**config.mk**
```make
export PLATFORM = sky130hd
export DESIGN_NAME = uart_rx_frame
export DESIGN_NICKNAME = d
export VERILOG_FILES = /design/src/rtl/uart_pkg.sv /design/src/rtl/uart_rx_sync.sv /design/src/rtl/uart_rx_frame.sv
export SDC_FILE = /design/constraint.sdc
export NUM_CORES = 1
export LEC_CHECK = 0
export ABC_CLOCK_PERIOD_IN_PS = 2470
export CAP_MARGIN = 20
export CORE_ASPECT_RATIO = 2
export CORE_MARGIN = 2
export CORE_UTILIZATION = 25
export CTS_CLUSTER_DIAMETER = 50
export DETAILED_ROUTE_END_ITERATION = 6
export HOLD_SLACK_MARGIN = 0.1
export PLACE_DENSITY = 0.45
export SETUP_SLACK_MARGIN = 0.15
export SYNTH_ARGS = -nofsm -noshare
export SYNTH_HDL_FRONTEND = slang
export SYNTH_HIERARCHICAL = 1
export SYNTH_SLANG_ARGS = --single-unit
export TNS_END_PERCENT = 5
```
**constraint.sdc**
```tcl
create_clock -name clk -period 2.47 [get_ports clk]
set_input_delay 0.3705 -clock clk [delete_from_list [all_inputs] [get_ports clk]]
set_output_delay 0.3705 -clock clk [all_outputs]
set_load 0.1 [all_outputs]
```
**src/rtl/uart_pkg.sv**
```systemverilog
// Shared UART definitions: receiver state encoding and parity-sense constants.
package uart_pkg;

    typedef enum logic [2:0] {
        RX_IDLE,
        RX_START,
        RX_DATA,
        RX_PARITY,
        RX_STOP,
        RX_WAIT_HIGH
    } rx_state_t;

    // Parity sense: value XORed into the data/parity reduction that must come out 0.
    localparam logic PARITY_EVEN = 1'b0;
    localparam logic PARITY_ODD  = 1'b1;

endpackage

```
**src/rtl/uart_rx_sync.sv**
```systemverilog
// Two-flop synchroniser for the asynchronous serial line, with a falling-edge
// detector on the synchronised value. All flops reset to 1 (idle line).
module uart_rx_sync (
    input  logic clk,
    input  logic reset_n,
    input  logic rx_serial,
    output logic rxs,
    output logic rxs_fall
);

    logic sync_q1;
    logic sync_q2;
    logic rxs_prev;

    // Synchronise the pad input and keep one extra stage for edge detection.
    always_ff @(posedge clk or negedge reset_n) begin
        if (!reset_n) begin
            sync_q1  <= 1'b1;
            sync_q2  <= 1'b1;
            rxs_prev <= 1'b1;
        end else begin
            // NOTE: non-blocking assignments make every flop sample the pre-edge value, giving a real 2-stage chain.
            sync_q1  <= rx_serial;
            sync_q2  <= sync_q1;
            rxs_prev <= sync_q2;
        end
    end

    assign rxs      = sync_q2;
    assign rxs_fall = rxs_prev & ~sync_q2;

endmodule

```
**src/rtl/uart_rx_frame.sv**
```systemverilog
// Parametrised UART receiver: oversampled, LSB-first, optional parity, 1 or 2
// stop bits, valid/ready delivery with per-word status and overrun pulse.
module uart_rx_frame #(
    parameter int CLKS_PER_BIT = 16,
    parameter int DATA_BITS    = 8,
    parameter int PARITY_EN    = 1,
    parameter int PARITY_ODD   = 0,
    parameter int STOP_BITS    = 1
) (
    input  logic                 clk,
    input  logic                 reset_n,
    input  logic                 rx_serial,
    output logic [DATA_BITS-1:0] rx_data,
    output logic                 rx_valid,
    input  logic                 rx_ready,
    output logic                 parity_err,
    output logic                 frame_err,
    output logic                 break_det,
    output logic                 overrun_err,
    output logic                 busy
);

    import uart_pkg::rx_state_t;
    import uart_pkg::RX_IDLE;
    import uart_pkg::RX_START;
    import uart_pkg::RX_DATA;
    import uart_pkg::RX_PARITY;
    import uart_pkg::RX_STOP;
    import uart_pkg::RX_WAIT_HIGH;

    localparam int BAUD_W = $clog2(CLKS_PER_BIT);
    localparam int BIT_W  = $clog2(DATA_BITS + 1);

    localparam logic [BAUD_W-1:0] BAUD_MID  = BAUD_W'(CLKS_PER_BIT / 2 - 1);
    localparam logic [BAUD_W-1:0] BAUD_LAST = BAUD_W'(CLKS_PER_BIT - 1);
    localparam logic [BIT_W-1:0]  BIT_LAST  = BIT_W'(DATA_BITS - 1);
    localparam logic [BIT_W-1:0]  STOP_LAST = BIT_W'(STOP_BITS - 1);

    localparam logic PAR_EN       = (PARITY_EN != 0);
    localparam logic PARITY_SENSE = (PARITY_ODD != 0) ? uart_pkg::PARITY_ODD : uart_pkg::PARITY_EVEN;

    rx_state_t state, state_nxt;

    logic                 rxs;
    logic                 rxs_fall;
    logic [BAUD_W-1:0]    baud_cnt;
    logic [BIT_W-1:0]     bit_cnt;
    logic [DATA_BITS-1:0] data_sr;
    logic                 par_bit;
    logic                 frame_err_acc;
    logic                 stop_one_acc;

    logic mid_tick;
    logic full_tick;
    logic sample_tick;
    logic frame_done;
    logic frame_err_now;
    logic parity_err_now;
    logic break_now;

    uart_rx_sync u_sync (
        .clk       (clk),
        .reset_n   (reset_n),
        .rx_serial (rx_serial),
        .rxs       (rxs),
        .rxs_fall  (rxs_fall)
    );

    assign mid_tick  = (baud_cnt == BAUD_MID);
    assign full_tick = (baud_cnt == BAUD_LAST);

    // Status of the frame as seen at the final stop-bit sample (includes that sample).
    assign frame_err_now  = frame_err_acc | ~rxs;
    assign parity_err_now = PAR_EN & ((^data_sr) ^ par_bit ^ PARITY_SENSE);
    assign break_now      = (data_sr == '0) & ~par_bit & ~stop_one_acc & ~rxs;

    assign busy = (state != RX_IDLE);

    // State register.
    always_ff @(posedge clk or negedge reset_n) begin
        if (!reset_n) begin
            state <= RX_IDLE;
        end else begin
            state <= state_nxt;
        end
    end

    // Next-state decode, bit-sample strobe and frame-completion strobe.
    always_comb begin
        // NOTE: every output of this block gets a default first so no path leaves it unassigned (no latch).
        state_nxt   = state;
        sample_tick = 1'b0;
        frame_done  = 1'b0;
        case (state)
            RX_IDLE: begin
                if (rxs_fall) state_nxt = RX_START;
            end
            RX_START: begin
                sample_tick = mid_tick;
                // A start bit that is high again at mid-bit was a glitch.
                if (mid_tick) state_nxt = rxs ? RX_IDLE : RX_DATA;
            end
            RX_DATA: begin
                sample_tick = full_tick;
                if (full_tick && bit_cnt == BIT_LAST) state_nxt = PAR_EN ? RX_PARITY : RX_STOP;
            end
            RX_PARITY: begin
                sample_tick = full_tick;
                if (full_tick) state_nxt = RX_STOP;
            end
            RX_STOP: begin
                sample_tick = full_tick;
                if (full_tick && bit_cnt == STOP_LAST) begin
                    frame_done = 1'b1;
                    // Completing at mid stop bit re-arms start detection half a bit early.
                    state_nxt  = frame_err_now ? RX_WAIT_HIGH : RX_IDLE;
                end
            end
            RX_WAIT_HIGH: begin
                // A held-low line (break) must return high before a new start counts.
                if (rxs) state_nxt = RX_IDLE;
            end
            default: state_nxt = RX_IDLE;
        endcase
    end

    // Baud/bit counters and the per-frame shift and status accumulators.
    always_ff @(posedge clk or negedge reset_n) begin
        if (!reset_n) begin
            baud_cnt      <= '0;
            bit_cnt       <= '0;
            data_sr       <= '0;
            par_bit       <= 1'b0;
            frame_err_acc <= 1'b0;
            stop_one_acc  <= 1'b0;
        end else begin
            if (state == RX_IDLE || state == RX_WAIT_HIGH || sample_tick) begin
                baud_cnt <= '0;
            end else begin
                baud_cnt <= baud_cnt + BAUD_W'(1);
            end

            case (state)
                RX_START: begin
                    bit_cnt       <= '0;
                    par_bit       <= 1'b0;
                    frame_err_acc <= 1'b0;
                    stop_one_acc  <= 1'b0;
                end
                RX_DATA: begin
                    if (full_tick) begin
                        // LSB arrives first, so shifting right leaves it in bit 0 after the last bit.
                        data_sr <= {rxs, data_sr[DATA_BITS-1:1]};
                        bit_cnt <= (bit_cnt == BIT_LAST) ? '0 : bit_cnt + BIT_W'(1);
                    end
                end
                RX_PARITY: begin
                    if (full_tick) par_bit <= rxs;
                end
                RX_STOP: begin
                    if (full_tick) begin
                        bit_cnt       <= bit_cnt + BIT_W'(1);
                        frame_err_acc <= frame_err_acc | ~rxs;
                        stop_one_acc  <= stop_one_acc | rxs;
                    end
                end
                default: ;
            endcase
        end
    end

    // Word delivery: load on completion if the holding slot is free (or being
    // emptied this cycle), otherwise drop the new word and pulse overrun.
    always_ff @(posedge clk or negedge reset_n) begin
        if (!reset_n) begin
            rx_data     <= '0;
            rx_valid    <= 1'b0;
            parity_err  <= 1'b0;
            frame_err   <= 1'b0;
            break_det   <= 1'b0;
            overrun_err <= 1'b0;
        end else begin
            overrun_err <= 1'b0;
            if (frame_done) begin
                if (!rx_valid || rx_ready) begin
                    rx_data    <= data_sr;
                    rx_valid   <= 1'b1;
                    parity_err <= parity_err_now;
                    frame_err  <= frame_err_now;
                    break_det  <= break_now;
                end else begin
                    overrun_err <= 1'b1;
                end
            end else if (rx_valid && rx_ready) begin
                rx_valid <= 1'b0;
            end
        end
    end

endmodule

```
==> results of run 1 <==
[area by class of cell]
class	instances	area share
Timing Repair Buffer	20	0.0660
Multi-Input combinational cell	127	0.374
Clock buffer	8	0.0719
Inverter	15	0.0243
Sequential cell	38	0.413
Tap cell	94	0.0508
[synth_stat cells, types with 4 or more instances]
cell type | number | share of area
nor2_1 | 5 | 0.0097
and2_1 | 4 | 0.013
xnor2_1 | 5 | 0.023
ha_1 | 7 | 0.045
nand3_1 | 6 | 0.016
inv_1 | 14 | 0.027
o21ai_1 | 8 | 0.021
nand2_1 | 30 | 0.058
o22ai_1 | 4 | 0.013
nand2b_1 | 5 | 0.016
o21ai_0 | 13 | 0.034
dfrtp_1 | 35 | 0.45
a21oi_1 | 4 | 0.010
[worst paths after layout]
| kind | from | to | slack, ps | cells after the start |
|---|---|---|---|---|
| min in group clk | u_sync/sync_q1$_DFF_PN1_ | u_sync/rxs$_DFF_PN1_ | 350 | 0 |
| max in group asynchronous | reset_n | rx_data[7]$_DFFE_PN0P_ | 1710 | 1 |
| hold / removal | reset_n | rx_data[3]$_DFFE_PN0P_ | 210 | 1 |
| setup / recovery | state[1]$_DFFE_PN0P_ | busy | 530 | 3 |
| hold reg to reg | u_sync/sync_q1$_DFF_PN1_ | u_sync/rxs$_DFF_PN1_ | 350 | 0 |
| setup reg to reg | state[2]$_DFFE_PN0P_ | parity_err$_DFFE_PN0P_ | 630 | 5 |
[critical path: cells and delay by family, from the launching register on]
kind	cells	cell delay, ps
and+or+nand+nor	1	130
buffers and inverters	2	450
DFF	1	720
[sequential cells by signal, indices dropped and copies added, names as in the netlist]
register         count
overrun_err          1
u_sync/rxs           1
par_bit              1
parity_err           1
frame_err            1
stop_one_acc         1
break_det            1
frame_err_acc        1
u_sync/sync_q1       1
rx_data              8
bit_cnt              4
u_sync/rxs_prev      1
data_sr              8
rx_valid             1
state                3
baud_cnt             4
[through the flow]
| step | instance area [um2] | power (W) |
|---|---|---|
| 3_5_place_dp | 2150 | 0.00152 |
| 4_1_cts | 2310 | 0.00224 |
| 3_3_place_gp | 2150 | 0.00152 |
| 6_report | 2310 | 0.00220 |
| 2_1_floorplan | 1940 | 0.00139 |
| 5_1_grt | 2310 | 0.00235 |
[logic make-up after synthesis]
kind of cell,after synthesis,synth area share
fa+ha+maj,7,0.0452
xor+xnor,7,0.0317
mux,3,0.0187
buf+inv,23,0.0601
simple gates,65,0.186
flops,38,0.493
compound gates,45,0.165
[layer usage]
| metal | up-vias | GRT usage |
|---|---|---|
| li1 | 678 | - |
| met1 | 646 | 0.100 |
| met2 | 19 | 0.212 |
| met3 | 7 | 0.0210 |
| met4 | 0 | 0.0648 |
| met5 | - | 0 |
[power by group through the flow]
stage	Combinational (W)	Clock, W	Sequential (W)
after global placement	0.000666	0	0.000856
after detailed placement	0.000662	0	0.000859
after floorplan	0.000598	0	0.000792
final	0.000654	0.000698	0.000848
after CTS	0.000666	0.000727	0.000847
after global routing	0.000731	0.000753	0.000870
==> summary.md, run 1 <==
| Metric | Value |
|---|---|
| Status | `finished clean` |
| Main synth FF type | `dfrtp_1` |
| Worst slew pin tran | `approximately 880 ps` |
| Aggregate routed wire length | `4160 um` |
| CP Capture Type | `output port` |
| Num Clock Sinks | `38` |
| Clock skew | `just over 3 ps` |
| IO Pins | `18` |
| Critical Path Start Type | `register` |
| Syn. warnings | `6` |
| Leakage | `between 1 and 1.5 nW` |
| Vias per cell | `4.47` |
| Sequential Area | `955 um2` |
| Cells after DPL | `about 290` |
| Fmax | `a little over 500 MHz` |
| PortBufs | `17` |
| Min Hold Slack | `209 ps` |
| Filler cell count | `around 800` |
| Synth Net Count | `199` |
| Final worst-path cycle share | `0.787` |
| First-pass GRT wire length | `between 6000 and 7000 um` |
| Mapped Area | `between 1500 and 2000 um2` |
| Post-CTS Resized | `0` |
| Top Layer Used | `met4` |
| Mean Syn Cell Area | `10.3 um2` |
| Full die area | `between 8000 and 9000 um2` |
| Crit path max-delay cell type | `dfrtp_1` |
| Asr flop ratio synth | `1.00` |
| Final #Nets | `roughly 220` |
| Logic pwr share | `0.297` |
| Gr usage total | `0.110` |
| Post-synth EDFFs | `0` |
| Setup Fix Bufs, Post-CTS | `0` |
| Flop pwr share | `0.385` |
| Most common cell after layout, fill and taps aside | `dfrtp_1` |
| Area of the core | `~7500 um2` |
| # diodes | `0` |
| DRT Pass-1 Iters | `4` |
| Setup_tns | `0 ps` |
| Post-route DRC | `0` |
| CTS Hold Buffers Added | `0` |
| DR vias | `between 1000 and 1500` |
| Setup WS post-layout | `between 500 and 600 ps` |
| GP Congestion | `a little under 0.8` |
| 1st-iter DRT viols | `75` |
| Final Hold Vio Count | `0` |
| Pins over their slew limit | `0` |
| Internal Power | `0.00147 W` |
| DP Worst Slack | `approximately 600 ps` |
| CP required | `2100 ps` |
| #FFs+latches synth | `38` |
| DIE HEIGHT | `128 um` |
| Slew headroom | `0.415` |
| Final setup viols | `0` |
| Remaining Overflow, GRT | `0` |
| Max Cap Viol | `0` |
| Met3 wire len | `around 110 um` |
| Maximum vdd ir drop | `0.000266 V` |
| CTS Buf Count | `5` |
| Starting Density | `0.257` |
| CTS root buf | `clkbuf_16` |
| Layout area overhead | `19.4%` |
| Critical Path Fanout Max | `16` |
| Clock share of power | `0.317` |
| Dpl hpwl | `between 3000 and 4000 um` |
| Crit Path Class | `register to output port` |
| Clock Latency Late Sink | `~280 ps` |
| Sw Pwr | `0.000733 W` |
| Clk buf depth | `2` |
| DR WL/cell | `13.8 um` |
| Post-layout min period | `approximately 1900 ps` |
| Layout Cells excl Fill | `a little over 300` |
| Worst hold path class | `input port to async pin` |
| Multi-input gate area | `between 800 and 900 um2` |
| Final ANT Viol Nets | `0` |
| Final core occ | `0.307` |
| Switching part of the total | `0.333` |
| Initial antenna violation count | `0` |
| Unrepaired setup endpoints after global routing | `false` |
| Share of post-route cells with drive strength above 1 | `0.221` |
| Post-synth cell types | `48` |
| Worst-path cell chain | `inv_2, nand2_1, buf_4` |
| Cells after Synth | `between 150 and 200` |
| Clk pin slew, worst setup/hold paths | `60 ps` |
| Most frequent cells in the layout | `dfrtp_1 (35), nand2_1 (30), buf_4 (17), inv_1 (14), o21ai_0 (13)` |
| H-Tree Depth | `2` |
| Largest net degree at the start of global routing | `39` |
| M1 wire length | `between 1000 and 1500 um` |
| Met2 WL post-DR | `~2400 um` |
| Register area share after synthesis | `0.493` |
| Vias in the first global route | `between 1000 and 1500` |
| Num rows | `45` |
| Max stage delay on crit path | `approximately 720 ps` |
| PwrDens | `about 950 nW/um2` |
| CTS tree | `yes` |
| Die width | `between 60 and 70 um` |
| CP arrival | `approximately 1600 ps` |
Power figures use the tool's default switching activity.
==> run 2, diff against run 1 <==
ABC_CLOCK_PERIOD_IN_PS = 1600   (was 2470)
PLACE_DENSITY = 0.47   (was 0.45)
clock period = 1.6 ns   (was 2.47 ns; I/O delays follow)
==> run 2 against run 1 <==
  * The run now ends with negative setup slack left
  * Combinational power rose to 2.5 times the previous value
  * Die area unchanged
  * Non-clock buffer count up 28
  * Core utilization up 7.3 points
  * Flip-flop and latch count unchanged
  * Critical path type is now register to register
==> summary.md, run 2 (synthesis gave the netlist of run 1 again) <==
| Metric | Value |
|---|---|
| Status | `finished with violations` |
| Violated checks | `negative setup slack` |
| DR WL/cell | `13.4 um` |
| Critical Path Start Type | `register` |
| Final Hold Vio Count | `0` |
| Die width | `66.2 um` |
| Dpl hpwl | `about 3400 um` |
| Placed Area | `approximately 2500 um2` |
| CP required | `~1800 ps` |
| CTS Buf Count | `5` |
| Vias per cell | `4.55` |
| CTS tree | `yes` |
| Remaining Overflow, GRT | `0` |
| Cells after DPL | `317` |
| Worst slew pin tran | `495 ps` |
| Max stage delay on crit path | `between 300 and 400 ps` |
| Aggregate routed wire length | `between 4000 and 5000 um` |
| IO Pins | `18` |
| Min Hold Slack | `352 ps` |
| Crit path max-delay family | `compound AO/OA/AOI/OAI gates` |
| Post-route DRC | `0` |
| Filler cell count | `between 700 and 800` |
| Fmax | `approximately 600 MHz` |
| Switching part of the total | `0.310` |
| Final setup viols | `2` |
| Num rows | `45` |
| Multi-input gate area | `~970 um2` |
| Layout area overhead | `47.7%` |
| PwrDens | `around 1500 nW/um2` |
| CP arrival | `~1800 ps` |
| Clock share of power | `0.312` |
| # diodes | `0` |
| Critical Path Fanout Max | `3` |
| Clk pin slew, worst setup/hold paths | `approximately 60 ps` |
| Sequential Area | `960 um2` |
| Maximum vdd ir drop | `roughly 0.00065 V` |
| Final ANT Viol Nets | `0` |
| Full die area | `approximately 8500 um2` |
| Initial antenna violation count | `0` |
| CTS root buf | `clkbuf_16` |
| DRT Pass-1 Iters | `4` |
| Final #Nets | `about 250` |
| Max Cap Viol | `0` |
| Biggest registers after layout | `data_sr: 8 flops, rx_data: 8 flops` |
| Leakage | `between 1 and 1.5 nW` |
| Setup_tns | `-90.4 ps` |
| H-Tree Depth | `2` |
| Clock skew | `between 8 and 9 ps` |
| Gr usage total | `0.116` |
| 1st-iter DRT viols | `53` |
| Final Instance Area | `roughly 2900 um2` |
| Total power | `between 0.004 and 0.005 W` |
| GP Congestion | `0.885` |
| Worst-path cell chain | `ha_2, and3b_1, o32a_4, o211a_4, mux2_4` |
| Crit path max-delay cell type | `dfrtp_1` |
| Sw Pwr | `approximately 0.0013 W` |
| Starting Density | `0.257` |
| Logic pwr share | `0.392` |
| Internal Power | `between 0.002 and 0.003 W` |
| First-pass GRT wire length | `roughly 7400 um` |
| DR vias | `1501` |
| Clock Latency Late Sink | `approximately 280 ps` |
| Crit Path Class | `register to register` |
| Pins over their slew limit | `0` |
| PortBufs | `17` |
| Area of the core | `roughly 7500 um2` |
| Unrepaired setup endpoints after global routing | `true` |
| Vias in the first global route | `roughly 1600` |
| Post-layout min period | `1670 ps` |
| Most frequent cells in the layout | `dfrtp_1 (31), nand2_1 (29), buf_4 (24), buf_12 (14)` |
| Layout Cells excl Fill | `330` |
| Largest net degree at the start of global routing | `39` |
| Most common cell after layout, fill and taps aside | `dfrtp_1` |
| CP Capture Type | `register` |
| Final worst-path cycle share | `1.04` |
| Num Clock Sinks | `38` |
| Setup WS post-layout | `-65.1 ps` |
| Slew headroom | `0.670` |
| Clk buf depth | `2` |
| Share of post-route cells with drive strength above 1 | `0.390` |
| DIE HEIGHT | `128 um` |
| Bufs and invs on worst path | `0` |
| Worst hold path class | `register to register` |
| Flop pwr share | `0.296` |
run 2: cell count changes in the layout (fill, tap and decap cells not counted), moves of 4 or more:
| cell | delta |
|---|---|
| buf_6 | +6 |
| dfrtp_1 | -4 |
| buf_4 | +7 |
| buf_12 | +14 |
| dfrtp_2 | +4 |
run 2: cell type report:
class	instances	area share
clock buffers	6	0.0485
well taps	94	0.0411
repair buffers	48	0.197
clock inverters	2	0.0210
flip-flops and latches	38	0.335
multi-input cells	127	0.338
inverters	15	0.0197
run 2: power groups by stage:
stage,Clock [W],Combinational (W),Sequential (W)
after detailed placement,0,0.00141,0.00126
after global placement,0,0.00140,0.00126
after global routing,0.00140,0.00179,0.00126
final,0.00131,0.00165,0.00125
after CTS,0.00136,0.00162,0.00124
after floorplan,0,0.000931,0.00122
run 2: timing repair:
item / CTS / global route
hold endpoints to repair: 35 / 0
setup buffers: 3 / 1
gates resized for setup: 20 / 8
hold buffers: 1 / 0
pin swaps: 6 / 5
setup endpoints to repair: 31 / 31
run 2: routing by layer:
layer / up-vias / track usage / routed length, um
met3: 20 / 0.0157 / 110
met1: 710 / 0.105 / 1430
li1: 737 / - / -
met4: 0 / 0.0972 / 286
met2: 34 / 0.216 / 2600
met5: - / 0 / 0
run 2: worst paths after layout:
path                                     endpoint  depth (start not counted)  slack (ps)                     start
setup / recovery             state[0]$_DFFE_PN0P_                          5         -70     baud_cnt[1]$_DFF_PN0_
hold / removal               u_sync/rxs$_DFF_PN1_                          0         350  u_sync/sync_q1$_DFF_PN1_
setup reg to reg             state[0]$_DFFE_PN0P_                          5         -70     baud_cnt[1]$_DFF_PN0_
hold reg to reg              u_sync/rxs$_DFF_PN1_                          0         350  u_sync/sync_q1$_DFF_PN1_
max in group asynchronous    rx_valid$_DFFE_PN0P_                          3         680                   reset_n
min in group asynchronous  rx_data[1]$_DFFE_PN0P_                          3         550                   reset_n
run 2: metrics by stage:
stage | worst slack (ps) | util
after CTS | -65.4 | 0.373
after global placement | -48.6 | 0.332
after floorplan | -34.7 | -
after detailed placement | -59.7 | 0.332
final | -65.1 | 0.379
after global routing | -114 | 0.379
